**src/rtl/axi_pkg.sv**
```systemverilog
// axi_pkg: shared AXI constants and types for the bus fabric.
//   AXI_BURST_*   : ARBURST/AWBURST encodings
//   ar_state_e    : address-channel issue FSM states
//   ar_payload_t  : AR payload layout for the default bus configuration
//                   (5-bit routed ID, 32-bit address, 4-bit len, 3-bit size)
package axi_pkg;

  localparam logic [1:0] AXI_BURST_FIXED = 2'b00;
  localparam logic [1:0] AXI_BURST_INCR  = 2'b01;
  localparam logic [1:0] AXI_BURST_WRAP  = 2'b10;

  typedef enum logic [0:0] {
    AR_IDLE  = 1'b0,
    AR_ISSUE = 1'b1
  } ar_state_e;

  typedef struct packed {
    logic [4:0]  id;
    logic [31:0] addr;
    logic [3:0]  len;
    logic [2:0]  size;
    logic [1:0]  burst;
  } ar_payload_t;

endpackage

```
**src/rtl/rr_arbiter.sv**
```systemverilog
// rr_arbiter: round-robin arbiter with an internally owned rotating pointer.
//   clk, rst     : clock, synchronous active-high reset (pointer -> 0)
//   req          : request vector
//   advance      : grant accepted this cycle; pointer moves past the winner
//   grant        : one-hot grant (zero when no request)
//   grant_idx    : index of the granted requester
//   grant_valid  : at least one request present
// The winner is the first requester at or after the pointer, wrapping.
module rr_arbiter
  import axi_pkg::*;
#(
  parameter int NUM_REQ = 2,
  localparam int IDX_BITS = (NUM_REQ > 1) ? $clog2(NUM_REQ) : 1
) (
  input  logic                clk,
  input  logic                rst,
  input  logic [NUM_REQ-1:0]  req,
  input  logic                advance,
  output logic [NUM_REQ-1:0]  grant,
  output logic [IDX_BITS-1:0] grant_idx,
  output logic                grant_valid
);

  logic [IDX_BITS-1:0] ptr_q, ptr_d;

  // Scan offsets from farthest to nearest so the nearest hit to the
  // pointer is the last (and therefore winning) assignment.
  always_comb begin : pick
    int idx;
    idx         = 0;
    grant_idx   = '0;
    grant_valid = 1'b0;
    for (int k = NUM_REQ - 1; k >= 0; k--) begin
      idx = int'(ptr_q) + k;
      if (idx >= NUM_REQ) idx = idx - NUM_REQ;
      if (req[IDX_BITS'(idx)]) begin
        grant_idx   = IDX_BITS'(idx);
        grant_valid = 1'b1;
      end
    end
  end

  always_comb begin
    grant = '0;
    if (grant_valid) grant[grant_idx] = 1'b1;
  end

  always_comb begin
    ptr_d = ptr_q;
    if (advance && grant_valid) begin
      if (int'(grant_idx) == NUM_REQ - 1) ptr_d = '0;
      else                                ptr_d = grant_idx + 1'b1;
    end
  end

  always_ff @(posedge clk) begin
    if (rst) ptr_q <= '0;
    else     ptr_q <= ptr_d;
  end

endmodule

```
**src/rtl/axi_ar_xbar.sv**
```systemverilog
// axi_ar_xbar: AXI read-address crossbar stage, NUM_M masters to NUM_S mapped
// slaves plus one default slave (index NUM_S).
//   clk, rst                 : clock, synchronous active-high reset
//   M_AR*  (packed per master): master AR channels, master i at [i*W +: W]
//   M_ARREADY                : one-hot (or zero) accept, only in IDLE
//   S_ARID                   : {master index, ARID} so R data can be routed back
//   S_ARADDR/LEN/SIZE/BURST  : shared registered payload
//   S_ARVALID                : one-hot (or zero) per slave, bit NUM_S = default
//   S_ARREADY                : per-slave ready; only the selected bit matters
// A request is accepted in IDLE, registered, and presented to one slave in
// ISSUE until that slave accepts it, giving at most one request per 2 cycles.
module axi_ar_xbar
  import axi_pkg::*;
#(
  parameter int NUM_M     = 2,
  parameter int NUM_S     = 2,
  parameter int ID_BITS   = 4,
  parameter int ADDR_BITS = 32,
  parameter int LEN_BITS  = 4,
  parameter int SIZE_BITS = 3,
  parameter logic [NUM_S*ADDR_BITS-1:0] SLV_BASE  = {32'h0001_0000, 32'h0000_0000},
  parameter logic [NUM_S*ADDR_BITS-1:0] SLV_LIMIT = {32'h0001_FFFF, 32'h0000_FFFF},
  localparam int MIDX_BITS = (NUM_M > 1) ? $clog2(NUM_M) : 1,
  localparam int SID_BITS  = ID_BITS + MIDX_BITS
) (
  input  logic                       clk,
  input  logic                       rst,
  input  logic [NUM_M*ID_BITS-1:0]   M_ARID,
  input  logic [NUM_M*ADDR_BITS-1:0] M_ARADDR,
  input  logic [NUM_M*LEN_BITS-1:0]  M_ARLEN,
  input  logic [NUM_M*SIZE_BITS-1:0] M_ARSIZE,
  input  logic [NUM_M*2-1:0]         M_ARBURST,
  input  logic [NUM_M-1:0]           M_ARVALID,
  output logic [NUM_M-1:0]           M_ARREADY,
  output logic [SID_BITS-1:0]        S_ARID,
  output logic [ADDR_BITS-1:0]       S_ARADDR,
  output logic [LEN_BITS-1:0]        S_ARLEN,
  output logic [SIZE_BITS-1:0]       S_ARSIZE,
  output logic [1:0]                 S_ARBURST,
  output logic [NUM_S:0]             S_ARVALID,
  input  logic [NUM_S:0]             S_ARREADY
);

  localparam int SEL_BITS = $clog2(NUM_S + 1);
  localparam logic [0:0] ST_IDLE  = AR_IDLE;
  localparam logic [0:0] ST_ISSUE = AR_ISSUE;

  typedef struct packed {
    logic [SID_BITS-1:0]  id;
    logic [ADDR_BITS-1:0] addr;
    logic [LEN_BITS-1:0]  len;
    logic [SIZE_BITS-1:0] size;
    logic [1:0]           burst;
  } pay_t;

  // Unpack the per-master buses.
  logic [ID_BITS-1:0]   m_id    [NUM_M];
  logic [ADDR_BITS-1:0] m_addr  [NUM_M];
  logic [LEN_BITS-1:0]  m_len   [NUM_M];
  logic [SIZE_BITS-1:0] m_size  [NUM_M];
  logic [1:0]           m_burst [NUM_M];

  for (genvar gi = 0; gi < NUM_M; gi++) begin : g_unpack
    assign m_id[gi]    = M_ARID[gi*ID_BITS +: ID_BITS];
    assign m_addr[gi]  = M_ARADDR[gi*ADDR_BITS +: ADDR_BITS];
    assign m_len[gi]   = M_ARLEN[gi*LEN_BITS +: LEN_BITS];
    assign m_size[gi]  = M_ARSIZE[gi*SIZE_BITS +: SIZE_BITS];
    assign m_burst[gi] = M_ARBURST[gi*2 +: 2];
  end

  logic [NUM_M-1:0]     arb_grant;
  logic [MIDX_BITS-1:0] arb_idx;
  logic                 arb_valid;
  logic                 arb_advance;

  rr_arbiter #(.NUM_REQ(NUM_M)) u_arb (
    .clk         (clk),
    .rst         (rst),
    .req         (M_ARVALID),
    .advance     (arb_advance),
    .grant       (arb_grant),
    .grant_idx   (arb_idx),
    .grant_valid (arb_valid)
  );

  // Address decode of the winning request. The select chain walks from the
  // highest slave down, so the lowest-indexed hit wins; no hit -> default.
  logic [ADDR_BITS-1:0] win_addr;
  logic [NUM_S-1:0]     hit;
  logic [SEL_BITS-1:0]  sel_chain [NUM_S+1];
  logic [SEL_BITS-1:0]  dec_sel;

  assign win_addr         = m_addr[arb_idx];
  assign sel_chain[NUM_S] = SEL_BITS'(NUM_S);

  for (genvar gi = 0; gi < NUM_S; gi++) begin : g_decode
    assign hit[gi] = (win_addr >= SLV_BASE[gi*ADDR_BITS +: ADDR_BITS]) &&
                     (win_addr <= SLV_LIMIT[gi*ADDR_BITS +: ADDR_BITS]);
    assign sel_chain[gi] = hit[gi] ? SEL_BITS'(gi) : sel_chain[gi+1];
  end

  assign dec_sel = sel_chain[0];

  // Issue FSM and payload/select registers.
  logic [0:0]          state_q, state_d;
  pay_t                pay_q, pay_d;
  logic [SEL_BITS-1:0] sel_q, sel_d;

  always_comb begin
    state_d     = state_q;
    pay_d       = pay_q;
    sel_d       = sel_q;
    arb_advance = 1'b0;
    if (state_q == ST_IDLE) begin
      // Hold off accepting while reset is asserted so nothing is granted
      // that the reset would then discard.
      if (arb_valid && !rst) begin
        arb_advance = 1'b1;
        pay_d.id    = {arb_idx, m_id[arb_idx]};
        pay_d.addr  = win_addr;
        pay_d.len   = m_len[arb_idx];
        pay_d.size  = m_size[arb_idx];
        pay_d.burst = m_burst[arb_idx];
        sel_d       = dec_sel;
        state_d     = ST_ISSUE;
      end
    end else begin
      if (S_ARREADY[sel_q]) state_d = ST_IDLE;
    end
  end

  always_ff @(posedge clk) begin
    if (rst) begin
      state_q <= ST_IDLE;
      pay_q   <= '0;
      sel_q   <= '0;
    end else begin
      state_q <= state_d;
      pay_q   <= pay_d;
      sel_q   <= sel_d;
    end
  end

  assign M_ARREADY = arb_advance ? arb_grant : '0;

  // Driven purely from registers: no path from any ready or master valid.
  always_comb begin
    S_ARVALID = '0;
    if (state_q == ST_ISSUE) S_ARVALID[sel_q] = 1'b1;
  end

  assign S_ARID    = pay_q.id;
  assign S_ARADDR  = pay_q.addr;
  assign S_ARLEN   = pay_q.len;
  assign S_ARSIZE  = pay_q.size;
  assign S_ARBURST = pay_q.burst;

endmodule
```
**config.mk**
```make
export PLATFORM = sky130hd
export DESIGN_NAME = axi_ar_xbar
export DESIGN_NICKNAME = d
export VERILOG_FILES = /design/src/rtl/axi_pkg.sv /design/src/rtl/rr_arbiter.sv /design/src/rtl/axi_ar_xbar.sv
export SDC_FILE = /design/constraint.sdc
export NUM_CORES = 1
export LEC_CHECK = 0
export CAP_MARGIN = 5
export CORE_MARGIN = 3
export CORE_UTILIZATION = 38
export DETAILED_ROUTE_END_ITERATION = 10
export PLACE_DENSITY = 0.85
export REMOVE_ABC_BUFFERS = 1
export SYNTH_ARGS = -nofsm -noshare
export SYNTH_HDL_FRONTEND = slang
export SYNTH_SLANG_ARGS = --single-unit
export TNS_END_PERCENT = 30
```
**constraint.sdc**
```tcl
create_clock -name clk -period 2.4 [get_ports clk]
set_clock_uncertainty 0.15 [all_clocks]
set_input_delay 0.6 -clock clk [delete_from_list [all_inputs] [get_ports clk]]
set_output_delay 0.6 -clock clk [all_outputs]
set_load 0.03 [all_outputs]
```
==> results.py <==
metrics = {
    "outcome": {
        "status": "completed",
    },
    "worst_setup_path": {
        "reg2regPathDepth": 4,
        "crit_path_start_kind": "input port",
        "path_max_fanout": 12,
        "critPathArrivalTime_ps": 1540,
        "crit_type": "input port to primary output",
        "endpoint_kind": "primary output",
        "critPathRequiredTime_ps": 1650,
    },
    "floorplanning": {
        "fp.dieW_um": 81.5,
        "die_area_sq_um": 6650,
        "core_area_sq_um": 5300,
        "ios": 148,
        "die_h_um": 81.5,
        "rows": 26,
        "start_util_pct": 40.9,
    },
    "synth": {
        "synth_cell_types": 31,
        "yosysSeqAreaShare_pct": 46.2,
        "synth_edf_count": 0,
        "syn_inst": 196,
        "synth_area_sq_um": 2170,
        "yosys.area.top_type": "dfxtp_1",
        "synth_top_area_share_pct": 46.2,
        "ys_warn_count": 0,
        "synth_area_leaders": "dfxtp_1, mux2i_1, o2bb2ai_1, buf_2, nand3b_1",
        "synth_flop_cell": "dfxtp_1",
        "synth-seq-cells": 50,
        "async_reset_ff_share_pct": 0,
        "avgSynthCellArea_sq_um": 11.1,
    },
    "grt": {
        "grt_antenna_before_repair": 0,
        "grt_pass1_vias": 2101,
        "grt_overflow": 0,
        "grt_pass1_wl_um": 10200,
        "grtUsageTotal_pct": 20.2,
        "grt_max_degree": 51,
    },
    "routing": {
        "firstDrtPassIters": 4,
        "antenna_left": 0,
        "drt_iter0_markers": 84,
        "wl_per_cell_um": 16.4,
        "postRouteWirelength_um": 6800,
        "viasPerCell": 5.14,
        "num_vias": 2130,
        "route.detailed.drc": 0,
    },
    "cells_and_area": {
        "nNetsFinal": 440,
        "layout_common_cells": "clkdlybuf4s50_1, dfxtp_1, mux2i_1",
        "nFillCells": 401,
        "multi_input_area_sq_um": 1100,
        "regArea_sq_um": 1000,
        "diodes": 0,
        "final_common_cell": "clkdlybuf4s50_1",
        "drive_gt1_share_pct": 7.27,
        "area_growth_syn_to_layout_pct": 77.6,
    },
    "timing": {
        "worst_pin_slew_ps": 519,
        "finalSetupViolCount": 0,
        "min_period_over_period_pct": 95.3,
        "finalHoldViolations": 0,
        "relSlewSlack_pct": 65.4,
        "finalSetupTns_ps": 0,
        "rsz0062_at_grt": "no",
        "period_needed_ps": 2290,
        "maxSlewViolCount": 0,
        "fmax_mhz": 437,
    },
    "placed_design": {
        "dpl.hpwl_um": 5190,
        "place_congestion": 0.764,
        "io_buffer_count": 146,
    },
    "hold_path": {
        "hold_class": "flop to flop",
        "hold_path_depth": 1,
    },
    "clock_network": {
        "h-tree-depth": 2,
        "cts_tree": "done",
        "insertion_delay_ps": 300,
        "root_buffer": "clkbuf_8",
        "cts_buffers": 5,
        "clk_pin_slew_ps": 90,
        "clock-sinks": 50,
        "clockBufferDepth": 2,
    },
    "power_and_ir_drop": {
        "power_density_nw_per_um2": 541,
        "vdd.ir_drop.worst_v": 0.000340,
        "total_power_mw": 2.08,
        "p_leak_nw": 1.66,
    },
    "job": {
        "maxCapViolations": 0,
    },
}
## power by group
group	internal [mW]	total (mW)	switching [mW]	leakage, nW
Sequential	0.898	0.941	0.0432	0.412
Combinational	0.344	0.644	0.300	1.20
Clock	0.233	0.497	0.264	0.0482
Total	1.47	2.08	0.608	1.66
## cell usage after synthesis, drive strengths merged, types with 2 or more instances
cell and instances:
nand2 2, and3b 3, buf 11, mux2i 44
nor3 2, o2bb2ai 39, o21ai 6, dfxtp 50
nand3b 6, nor3b 2, nor2 2, nor4 6
nand4 2, nand2b 2, clkbuf 5
## stage by stage
stage          hold slack, ps  worst slack, ps  std cells  cell area [sq um]  utilization [%]
6_report                  308              113        414               3850             72.6
3_5_place_dp              288             -199        406               3740             70.5
2_1_floorplan             357             -284        180               2090                -
4_1_cts                   309             39.7        414               3850             72.6
3_3_place_gp              282             -164        406               3740             70.5
5_1_grt                   336             20.1        414               3850             72.6
## logic make-up after synthesis
group	Yosys count	share of synthesized area (%)
AO/OA/AOI/OAI	52	19.7
multiplexers	44	20.3
buffers and inverters	17	3.58
XOR/XNOR	1	0.404
flip-flops	50	46.2
AND/OR/NAND/NOR	32	9.87
## area by class of cell
type,instances,area share [%]
inverters,1,0.0975
repair buffers,156,40.5
flip-flops and latches,50,26.0
well taps,70,2.27
multi-input cells,129,28.7
clock buffers,7,2.24
clock inverters,1,0.130
## registers in the layout, summed over array words and instances (netlist names)
signal and flops:
S_ARADDR 32, S_ARBURST 2, S_ARID 5, S_ARLEN 4
S_ARSIZE 3, sel_q 2, state_q 1, u_arb.ptr_q 1
## final timing paths
| kind | startpoint | end | slack (ps) |
|---|---|---|---|
| setup reg to reg | state_q | S_ARSIZE[2] | 800 |
| setup / recovery | rst | M_ARREADY[1] | 110 |
| hold reg to reg | S_ARID[4] | S_ARID[4] | 310 |
| hold / removal | S_ARID[4] | S_ARID[4] | 310 |
## worst max-delay path, cell delays in order
cell and delay (ps):
dlygate4sd2_1 260, buf_4 180, nor3b_2 210, and2_4 170, buf_6 120
## metal layers
layer  track usage, %  routed length, um
met2             35.7               3250
met5                0                  0
met1             22.7               2750
met4             8.11                137
met3             5.59                672
## timing repair
item,in CTS,in global routing
setup endpoints to repair,3,2
resized for setup,9,1
hold buffers,0,0
pin swaps,1,0
buffers inserted,0,0
Power figures use the tool's default switching activity.
